==> src/rtl/seven_seg_scanner.sv <==
// seven_seg_scanner: time-multiplexed driver for a 4-digit common-anode
// 7-segment display. New BCD values are accepted through a one-deep pending
// slot and copied into the display register only when the scan wraps from
// digit 3 to digit 0. This means a frame never mixes old and new digits.
module seven_seg_scanner #(
   parameter int REFRESH_DIV  = 100000,
   parameter int BLANK_CYCLES = 1000
) (
   input  logic        clk,
   input  logic        rst_n,
   input  logic [15:0] bcd_in,
   input  logic        bcd_valid,
   output logic        bcd_ready,
   input  logic        blank_lz,
   output logic [6:0]  seg,
   output logic [3:0]  Dig,
   output logic        frame_done
);

   localparam int CNT_W = (REFRESH_DIV > 1) ? $clog2(REFRESH_DIV) : 1;
   localparam logic [CNT_W-1:0] CNT_MAX   = CNT_W'(REFRESH_DIV - 1);
   localparam logic [CNT_W-1:0] BLANK_END = CNT_W'(BLANK_CYCLES);

   localparam logic [6:0] SEG_OFF  = 7'h7F;
   localparam logic [6:0] SEG_DASH = 7'h3F;

   // BCD to active-low segments {g,f,e,d,c,b,a}; non-BCD codes show a dash.
   function automatic logic [6:0] decode(input logic [3:0] d);
      logic [6:0] s;
      case (d)
         4'd0:    s = 7'h40;
         4'd1:    s = 7'h79;
         4'd2:    s = 7'h24;
         4'd3:    s = 7'h30;
         4'd4:    s = 7'h19;
         4'd5:    s = 7'h12;
         4'd6:    s = 7'h02;
         4'd7:    s = 7'h78;
         4'd8:    s = 7'h00;
         4'd9:    s = 7'h10;
         default: s = SEG_DASH;
      endcase
      return s;
   endfunction

   logic [CNT_W-1:0] cnt_q, cnt_d;
   logic [1:0]       idx_q, idx_d;
   logic [15:0]      disp_q, disp_d;
   logic [15:0]      pend_q, pend_d;
   logic             pend_full_q, pend_full_d;
   logic             bcd_ready_q, bcd_ready_d;
   logic             frame_done_q, frame_done_d;
   logic [6:0]       seg_q, seg_d;
   logic [3:0]       dig_q, dig_d;

   logic             tick;
   logic             wrap;
   logic             capture;
   logic [3:0]       cur_digit;
   logic             lz_blank;

   // Prescaler, digit index, pending slot and frame-boundary transfer.
   always_comb begin
      tick         = (cnt_q == CNT_MAX);
      wrap         = tick && (idx_q == 2'd3);
      capture      = bcd_valid && bcd_ready_q;
      cnt_d        = tick ? '0 : cnt_q + CNT_W'(1);
      idx_d        = tick ? idx_q + 2'd1 : idx_q;
      frame_done_d = wrap;
      disp_d       = disp_q;
      pend_d       = pend_q;
      pend_full_d  = pend_full_q;
      // Capture only happens while the slot is empty, and transfer only while
      // it is full, so the two never occur on the same edge.
      if (wrap && pend_full_q) begin
         disp_d      = pend_q;
         pend_full_d = 1'b0;
      end else if (capture) begin
         pend_d      = bcd_in;
         pend_full_d = 1'b1;
      end
      bcd_ready_d = !pend_full_d;
   end

   // Digit selection, leading-zero blanking and the anti-ghosting blank window.
   always_comb begin
      cur_digit = disp_q[3:0];
      lz_blank  = 1'b0;
      case (idx_q)
         2'd0: cur_digit = disp_q[3:0];
         2'd1: begin
            cur_digit = disp_q[7:4];
            lz_blank  = (disp_q[15:4] == 12'h000);
         end
         2'd2: begin
            cur_digit = disp_q[11:8];
            lz_blank  = (disp_q[15:8] == 8'h00);
         end
         default: begin
            cur_digit = disp_q[15:12];
            lz_blank  = (disp_q[15:12] == 4'h0);
         end
      endcase
      seg_d = SEG_OFF;
      dig_d = 4'hF;
      if (cnt_q >= BLANK_END) begin
         dig_d = ~(4'b0001 << idx_q);
         seg_d = (blank_lz && lz_blank) ? SEG_OFF : decode(cur_digit);
      end
   end

   // State and output registers; asynchronous reset returns the display to dark.
   always_ff @(posedge clk or negedge rst_n) begin
      if (!rst_n) begin
         cnt_q        <= '0;
         idx_q        <= 2'd0;
         disp_q       <= 16'h0000;
         pend_q       <= 16'h0000;
         pend_full_q  <= 1'b0;
         bcd_ready_q  <= 1'b1;
         frame_done_q <= 1'b0;
         seg_q        <= SEG_OFF;
         dig_q        <= 4'hF;
      end else begin
         cnt_q        <= cnt_d;
         idx_q        <= idx_d;
         disp_q       <= disp_d;
         pend_q       <= pend_d;
         pend_full_q  <= pend_full_d;
         bcd_ready_q  <= bcd_ready_d;
         frame_done_q <= frame_done_d;
         seg_q        <= seg_d;
         dig_q        <= dig_d;
      end
   end

   assign bcd_ready  = bcd_ready_q;
   assign frame_done = frame_done_q;
   assign seg        = seg_q;
   assign Dig        = dig_q;

endmodule

==> config.mk <==
export PLATFORM = sky130hd
export DESIGN_NAME = seven_seg_scanner
export DESIGN_NICKNAME = d
export VERILOG_FILES = /design/src/rtl/seven_seg_scanner.sv
export SDC_FILE = /design/constraint.sdc
export NUM_CORES = 1
export LEC_CHECK = 0
export BUFFER_PORTS_ARGS = -buffer_cell sky130_fd_sc_hd__clkbuf_2
export CELL_PAD_IN_SITES_DETAIL_PLACEMENT = 2
export CELL_PAD_IN_SITES_GLOBAL_PLACEMENT = 2
export CORE_ASPECT_RATIO = 1.5
export CORE_MARGIN = 2
export CORE_UTILIZATION = 40
export DETAILED_ROUTE_END_ITERATION = 10
export PLACE_DENSITY_LB_ADDON = 0.1
export SLEW_MARGIN = 20
export SYNTH_ARGS = -nofsm -noshare
export SYNTH_HDL_FRONTEND = slang
export SYNTH_SLANG_ARGS = --single-unit
==> constraint.sdc <==
create_clock -name clk -period 3.1 [get_ports clk]
set_input_delay 0.465 -clock clk [delete_from_list [all_inputs] [get_ports clk]]
set_output_delay 0.465 -clock clk [all_outputs]
set_load 0.02 [all_outputs]
==> impl_metrics.tcl, run 1 <==
set metrics [dict create \
    multi_input_area_sq_um 1290 \
    relSlewSlack_pct 45.9 \
    fin_crit_ns 2.30 \
    total_power_mw 1.76 \
    fillers 770 \
    io_buffers 32 \
    core_area_sq_um 7270 \
    drtIter0Drc 66 \
    arrival_ns 2.52 \
    p_seq_share_pct 54.4 \
    slew_viol_final 0 \
    ys_async_sr_fraction_pct 100 \
    mostFrequentLayoutCells "53 x dfrtp_1, 32 x clkbuf_2, 22 x mux2_2" \
    vias_per_cell 5.23 \
    fin_skew_ns 0.00856 \
    drt_pre_antenna_iters 4 \
    dieWidth_um 74.8 \
    crit_path_max_fanout 18 \
    ys.warnings.count 0 \
    p_sw_share_pct 21.7 \
    ant_nets 0 \
    rsz0062_at_grt "false" \
    fin_cells 384 \
    ir_drop_mv 0.383 \
    yosysSeqAreaShare_pct 54.6 \
    io_pins 33 \
    endpoint_kind "flop" \
    post_cts_buffers 0 \
    critical_path_required_ns 3.33 \
    grt_pass1_vias 2178 \
    max-cap-violations 0 \
    fin_nets 309 \
    ctsHoldBuffers 0 \
    syn_inst 240 \
    ff_latch_area_sq_um 1640 \
    die_y_um 110 \
    worst_pin_slew_ns 0.812 \
    cts_resized 0 \
    p_sw_mw 0.381 \
    finalHoldViolations 0 \
    status "finished clean" \
    postLayoutCellArea_sq_um 3460 \
    clkSinkCount 65 \
    synth_adder_area_share_pct 4.16 \
    clk_latency_ns 0.34 \
    max_freq_mhz 436 \
    diodes 0 \
    synth.area.mux_share_pct 13.6 \
    clk_path_buf_depth 2 \
    cts_buffers 9 \
    hpwl_um 4750 \
    timing.setup.tns_ns 0 \
    rows 38 \
    grt_pass1_wl_um 11000 \
    final_common_cell "dfrtp_1" \
    vias 2010 \
    p_per_area_nw_per_um2 508 \
    synth_compound_area_share_pct 7.53 \
    antenna_found_initial 0 \
    pwr-share-comb_pct 7.3 \
    die_area_sq_um 8250 \
    internal_power_mw 1.38 \
    p_leak_nw 1.61 \
    finalCritPeriodShare_pct 74.1 \
    cp-start-kind "flop" \
    syn-cell-area_sq_um 3010 \
    place.gp.congestion 0.763 \
    cts_tree "done" \
    setup_violations 0 \
    wl_um 6440 \
    synth_ff_type "dfrtp_1" \
    htree_levels 3 \
    synth-xor-area-share_pct 4.07 \
    clkPwrFrac_pct 38.4 \
    synth_seq_cells 65 \
    syn_to_final_growth_pct 14.9 \
    syn_avg_cell_area_sq_um 12.5 \
    syn-num-nets 270 \
    synth.distinct_cells 49 \
    synth-simple-area-share_pct 13.4 \
    wl_per_cell_um 16.8 \
    start_util_pct 41.4 \
    hold_path.class "input port to async pin" \
    dp_cells 368 \
    drive_above_1_share_pct 35.9 \
    synth_enable_flop_cells 0 \
    grt_max_degree 66 \
    clkTransAtPathRegs_ns 0.07 \
    synth_top_family_by_area "multiplexers" \
    grt_overflow 0 \
    crit_type "flop to flop" \
    cts-root-buf "clkbuf_8" \
    drc 0 \
    place_area_sq_um 3270 \
    grtUsageTotal_pct 18.3 \
]
## metrics by stage
stage / setup WS, ns / utilization [%] / hold WS [ns]
after floorplan: 0.960 / - / 0.169
after global placement: 0.862 / 44.9 / 0.490
after detailed placement: 0.794 / 44.9 / 0.492
after CTS: 0.759 / 47.5 / 0.313
after global routing: 0.647 / 47.5 / 0.338
final: 0.804 / 47.5 / 0.300
## kinds of logic after synthesis
| kind of cell | Yosys count |
|---|---|
| flops | 65 |
| simple gates | 70 |
| xor+xnor | 14 |
| buf+inv | 16 |
| mux | 33 |
| fa+ha+maj | 10 |
| compound gates | 32 |
## flip-flops by register name, indices dropped and copies added, names as in the netlist
signal	cells
frame_done	1
pend_full_q	1
cnt_q	17
disp_q	16
pend_q	16
bcd_ready	1
idx_q	2
Dig	4
seg	7
## final cells by class
class	instances	share of cell area (%)
Clock buffer	14	5.28
Clock inverter	2	0.289
Inverter	10	1.09
Multi-Input combinational cell	159	37.2
Sequential cell	65	47.5
Tap cell	100	3.62
Timing Repair Buffer	34	5.07
## synthesized netlist by cell type, types with 2 or more instances
master,n,area [sq um]
nand4_1,6,37.5
a211oi_1,2,15.0
nor2_1,12,45.0
xor2_1,8,70.1
nor2b_1,3,18.8
a21oi_1,9,45.0
nor4_1,4,25.0
a22o_1,2,17.5
inv_1,10,37.5
nor3_1,6,30.0
and4_1,2,17.5
a22oi_1,5,37.5
nand2_1,12,45.0
xnor2_1,6,52.6
dfstp_2,12,315
ha_1,10,125
o21ai_0,7,35.0
mux2_2,22,248
nand3_1,11,55.1
dfrtp_1,53,1330
mux2_4,10,150
## worst paths after layout
| kind | startpoint | endpoint | slack, ns | cells after the start |
|---|---|---|---|---|
| min in group clk | bcd_in[15] | pend_q[15] | 0.35 | 2 |
| hold reg to reg | pend_q[15] | pend_q[15] | 0.50 | 1 |
| setup reg to reg | cnt_q[0] | disp_q[4] | 0.80 | 5 |
| max in group asynchronous | rst_n | disp_q[12] | 2.27 | 2 |
| hold / removal | rst_n | cnt_q[4] | 0.30 | 2 |
| setup / recovery | cnt_q[0] | disp_q[4] | 0.80 | 5 |
## power by group through the flow
stage               logic, mW  clock network [mW]  registers [mW]
finish                  0.128               0.674           0.955
global route            0.144               0.740           0.966
CTS                     0.132               0.710           0.957
detailed placement      0.131                   0           0.972
global placement        0.126                   0           0.968
floorplan              0.0914                   0           0.955
## critical path, cell delays in order (launching register included)
cell     delay, ns
dfrtp_1       0.43
ha_1          0.24
and4_1        0.37
and4_2        0.50
nand3_4       0.28
mux2_2        0.36
## per-layer routing
metal / GRT usage [%] / routed length [um] / share of wire, % / vias to the layer above
met2: 31.2 / 3560 / 55 / 36
met3: 4.55 / 194 / 3.0 / 14
met1: 20.7 / 2480 / 39 / 1031
met4: 9.18 / 197 / 3.1 / 0
li1: - / - / - / 929
met5: 0 / 0 / 0 / -
(Power assumes the default switching activity.)
==> run 2: changes to the inputs <==
- ABC_AREA: not set -> 1
- CORE_UTILIZATION: 40 -> 32
- clock period: 3.1 -> 2.1 ns (I/O delays scaled with it)
==> impl_metrics.tcl, run 2 <==
set metrics [dict create \
    timing.setup.tns_ns 0 \
    grt_max_degree 66 \
    synth-xor-area-share_pct 2.26 \
    drt_pre_antenna_iters 3 \
    clk_latency_ns 0.33 \
    hpwl_um 5980 \
    arrival_ns 2.16 \
    violations "hold timing" \
    start_util_pct 32.5 \
    cts-root-buf "clkbuf_16" \
    synth_seq_cells 65 \
    setup_violations 0 \
    largest_register "cnt_q" \
    crit_type "flop to flop" \
    p_sw_mw 0.680 \
    hold_path.class "input port to async pin" \
    clkTransAtPathRegs_ns 0.05 \
    syn-cell-area_sq_um 3100 \
    status "complete, but fails checks" \
    endpoint_kind "flop" \
    syn_inst 366 \
    drtIter0Drc 32 \
    finalHoldViolations 8 \
    p_sw_share_pct 21.7 \
    max-cap-violations 0 \
    fillers 1108 \
    post_cts_buffers 0 \
    vias 2475 \
    wl_um 7860 \
    final_common_cell "nand2_1" \
    ir_drop_mv 0.400 \
    ys.warnings.count 0 \
    cp.depth 13 \
    syn_to_final_growth_pct 21.7 \
    grtUsageTotal_pct 17.3 \
    synth-simple-area-share_pct 27.8 \
    syn_avg_cell_area_sq_um 8.46 \
    top_regs "cnt_q x17, disp_q x16, pend_q x16" \
    grt_pass1_vias 2810 \
    rows 44 \
    cp-endpoint "seg[4]" \
    regToRegSetupSlack_ns 0.20 \
    ys_top_cells_by_count "107 x nand2_1, 53 x dfrtp_1, 46 x inv_1, 33 x nand3_1, 30 x nor2_1" \
    grt_overflow 0 \
    path_common_cell "nand2_1" \
    fin_skew_ns 0.00669 \
    reg2reg_from "idx_q[0]" \
    die_y_um 124 \
    critPathMaxStageDelay_ns 0.43 \
    dieWidth_um 84.3 \
    critical_path_required_ns 2.36 \
    cp_top_family "simple AND/OR/NAND/NOR gates" \
    largest_reg_flops 17 \
    finalCritPeriodShare_pct 90.7 \
    clkPwrFrac_pct 48.7 \
    synth_most_common_cell "nand2_1" \
    htree_levels 3 \
    wl_per_cell_um 14.8 \
    worst_pin_slew_ns 0.396 \
    clk_path_buf_depth 2 \
    mostFrequentLayoutCells "107 x nand2_1, 53 x dfrtp_1, 46 x inv_1" \
    crit_path_top_delay_cell "dfrtp_1" \
    ys_async_sr_fraction_pct 100 \
    worst-r2r-cell-count 13 \
    io_pins 33 \
    ant_nets 0 \
    crit_start "idx_q[0]" \
    antenna_found_initial 0 \
    vias_per_cell 4.66 \
    p_seq_share_pct 45.2 \
    drc 0 \
    crit_path_max_fanout 6 \
    fin_crit_ns 1.90 \
    crit_buf_inv 3 \
    clkSinkCount 65 \
    synth_top_area_share_pct 42.8 \
    synth_enable_flop_cells 0 \
    p_per_area_nw_per_um2 830 \
    yosysSeqAreaShare_pct 53.0 \
    diodes 0 \
    synth.distinct_cells 30 \
    crit_path_cell_trace "inv_1, ha_2, nand2_1, nand2_1, nor2_1, nor2_2, inv_1, ha_1, inv_1, nand3_1, nand2_1, a21oi_1, nand2_1" \
    slew_viol_final 0 \
    fin_nets 441 \
    cts_tree "done" \
    p_leak_nw 1.95 \
    synth_compound_area_share_pct 5.45 \
    grt_pass1_wl_um 14100 \
    rsz0062_at_grt "false" \
    r2r-end "seg[4]" \
    synth.area.mux_share_pct 0 \
    max_freq_mhz 525 \
    io_buffers 32 \
    core_area_sq_um 9520 \
    synth_ff_type "dfrtp_1" \
    yosys.area.top_type "dfrtp_1" \
    synth_adder_area_share_pct 4.04 \
    drive_above_1_share_pct 20.7 \
    place.gp.congestion 0.729 \
    internal_power_mw 2.45 \
    cts_buffers 9 \
    synth_top_family_by_area "simple AND/OR/NAND/NOR gates" \
    holdWs_ns -0.0177 \
    die_area_sq_um 10500 \
    synth_top_cells_by_area "dfrtp_1 43%, nand2_1 13%, dfstp_2 10%, inv_1 5.6%, nand3_1 5.3%" \
    syn-num-nets 396 \
    cp-start-kind "flop" \
    pwr-share-comb_pct 6.1 \
    relSlewSlack_pct 73.4 \
]
run 2: cell count changes after synthesis, moves of 3 or more:
cell     previous run  this run
nand3_1            11        33
mux2_2             22         0
a22oi_1             5         0
o21ai_1             0        12
nand2_1            12       107
nor4_1              4         0
nor2b_1             3         0
o21ai_0             7        12
mux2_4             10         0
or2_2               1         4
xnor2_1             6         1
nor2_1             12        30
inv_1              10        46
run 2: worst min path at each step:
stage | slack [ns] | start | depth (start not counted) | end
after global routing | 0.02 | rst_n | 2 | cnt_q[14]
after CTS | 0.01 | rst_n | 2 | frame_done
final | -0.02 | rst_n | 2 | frame_done
after global placement | 0.36 | rst_n | 2 | frame_done
after detailed placement | 0.37 | rst_n | 2 | frame_done
after floorplan | 0.02 | rst_n | 0 | cnt_q[0]
run 2: area by class of cell:
cell class | count | area, sq um | share of cell area, %
tap | 115 | 144 | 3.82
clock inverter | 2 | 35.0 | 0.930
sequential | 65 | 1640 | 43.6
multi-input combinational | 245 | 1240 | 32.8
inverter | 49 | 184 | 4.88
clock buffer | 14 | 274 | 7.27
timing repair buffer | 41 | 253 | 6.71
run 2: per-layer routing:
layer	routed length [um]	vias up	track usage, %
met4	267	0	7.97
met3	221	17	4.04
met5	0	-	0
met1	2860	1195	17.9
met2	4510	33	32.0
li1	-	1230	-
run 2: power groups by stage:
stage	registers (mW)	logic (mW)	clock network, mW
floorplan	1.42	0.119	0
global placement	1.43	0.188	0
detailed placement	1.44	0.199	0
CTS	1.42	0.202	1.58
global route	1.43	0.240	1.63
finish	1.41	0.191	1.52
run 2: cells by family after synthesis:
family,count (synthesis)
AND/OR/NAND/NOR,194
flip-flops,65
adder cells (fa/ha/maj),10
buffers and inverters,56
AO/OA/AOI/OAI,33
XOR/XNOR,8
run 2: stage by stage:
step           setup WS (ns)  utilization (%)  cell area [sq um]  instances  total power [mW]
2_1_floorplan          0.227                -               3100        366              1.54
3_3_place_gp           0.230             36.2               3450        515              1.62
3_5_place_dp          0.0965             36.2               3450        515              1.64
4_1_cts               0.0518             39.4               3750        531              3.20
5_1_grt              0.00116             39.6               3770        531              3.30
6_report               0.196             39.6               3770        531              3.13
run 2: timing repair:
action                     4_1_cts  5_1_grt
hold buffers                     0        0
gates resized for setup          0        5
setup endpoints to repair        0        6
==> run 3: changes to the inputs <==
- REMOVE_ABC_BUFFERS: not set -> 1
==> impl_metrics.tcl, run 3 (synthesis gave the netlist of run 2 again) <==
set metrics [dict create \
    status "complete, but fails checks" \
    fin_cells 532 \
    postLayoutCellArea_sq_um 3750 \
    slew_viol_final 0 \
    fin_crit_ns 1.91 \
    cp-start-kind "flop" \
    dpl_worst_slack_ns 0.123 \
    antenna_found_initial 0 \
    io_pins 33 \
    syn_to_final_growth_pct 21.1 \
    place_area_sq_um 3430 \
    vias_per_cell 4.70 \
    holdWs_ns -0.00213 \
    clkTransAtPathRegs_ns 0.06 \
    grt_pass1_vias 2904 \
    largest_register "cnt_q" \
    fin_ws_ns 0.187 \
    die_area_sq_um 10500 \
    final_common_cell "nand2_1" \
    crit_type "flop to flop" \
    die_y_um 124 \
    finalHoldViolations 1 \
    vias 2502 \
    top_regs "cnt_q x17, disp_q x16, pend_q x16" \
    clk_latency_ns 0.33 \
    cts_buffers 9 \
    drtIter0Drc 50 \
    final_util_pct 39.4 \
    rows 44 \
    grtUsageMet1_pct 17.8 \
    cts_tree "done" \
    critical_path_required_ns 2.34 \
    ant_nets 0 \
    fin_nets 442 \
    max_freq_mhz 523 \
    largest_reg_flops 17 \
    diodes 0 \
    cts-root-buf "clkbuf_16" \
    grt_max_degree 66 \
    htree_levels 3 \
    p_leak_nw 1.94 \
    grtUsageTotal_pct 17.3 \
    fin_skew_ns 0.00592 \
    endpoint_kind "flop" \
    arrival_ns 2.15 \
    drc 0 \
    grt_overflow 0 \
    hold_path.class "input port to async pin" \
    drt_pre_antenna_iters 4 \
    setup_violations 0 \
    wl_um 8120 \
    ir_drop_mv 0.463 \
    drive_above_1_share_pct 20.9 \
    start_util_pct 32.5 \
    ctsHoldBuffers 0 \
    dieWidth_um 84.3 \
    crit_path_max_fanout 9 \
    total_power_mw 3.11 \
    core_area_sq_um 9520 \
    grt_use_met3_pct 2.52 \
    finalCritPeriodShare_pct 91.1 \
    wl_per_cell_um 15.3 \
    top_usage_layer "met2" \
    mostFrequentLayoutCells "107 x nand2_1, 52 x dfrtp_1, 45 x inv_1" \
    p_per_area_nw_per_um2 829 \
    place.gp.congestion 0.753 \
    hpwl_um 5990 \
    relSlewSlack_pct 74.7 \
    dp_cells 514 \
    clkSinkCount 65 \
    max-cap-violations 0 \
    clk_path_buf_depth 2 \
    grt_pass1_wl_um 14200 \
    use_met2_pct 33.5 \
    worst_pin_slew_ns 0.378 \
    io_buffers 32 \
    violations "hold timing" \
]
## run 3: cell count changes in the layout (fill, tap and decap cells not counted), sizes merged
cell	change
buf	+1
clkbuf	-1
clkinv	+1
## run 3: final timing paths
path                            start          to  slack (ns)  cells after the start
setup / recovery             idx_q[0]      seg[5]        0.19                      9
hold / removal                  rst_n   cnt_q[11]      -0.002                      2
setup reg to reg             idx_q[0]      seg[5]        0.19                      9
hold reg to reg            pend_q[14]  pend_q[14]        0.47                      2
max in group asynchronous       rst_n      Dig[2]        1.77                      2
min in group clk           bcd_in[15]  pend_q[15]        0.22                      3
## run 3: layer usage
metal,wire length (um),vias to the layer above
met4,180,0
li1,-,1232
met2,4700,27
met3,160,10
met1,3080,1233
met5,0,-
## run 3: critical path, stage by stage (launching register included)
cell and delay (ns):
dfrtp_2 0.42, ha_1 0.19, inv_2 0.08, or2_2 0.28, o21ai_1 0.12, inv_1 0.11
ha_1 0.21, or2_2 0.29, nand3_1 0.07, nand2_1 0.06
## run 3: area by class of cell
class                           instances  area [sq um]
Fill cell                            1105          5770
Sequential cell                        65          1640
Multi-Input combinational cell        245          1230
Clock buffer                           13           260
Timing Repair Buffer                   42           248
Inverter                               49           184
Tap cell                              115           144
Clock inverter                          3          40.0
## run 3: power breakdown
group / switching [mW] / internal [mW] / total (mW)
Clock: 0.517 / 0.980 / 1.50
Sequential: 0.0571 / 1.36 / 1.42
Combinational: 0.122 / 0.0735 / 0.196
## run 3: timing repair
action	in CTS	in global routing
setup buffers	0	2
gates resized for setup	0	5
endpoints found under the setup margin	0	6
## run 3: through the flow
step / hold WS (ns) / setup TNS (ns)
4_1_cts: 0.0151 / 0
6_report: -0.00213 / 0
3_3_place_gp: 0.366 / 0
5_1_grt: 0.0193 / -0.00495
2_1_floorplan: 0.0194 / 0
3_5_place_dp: 0.368 / 0
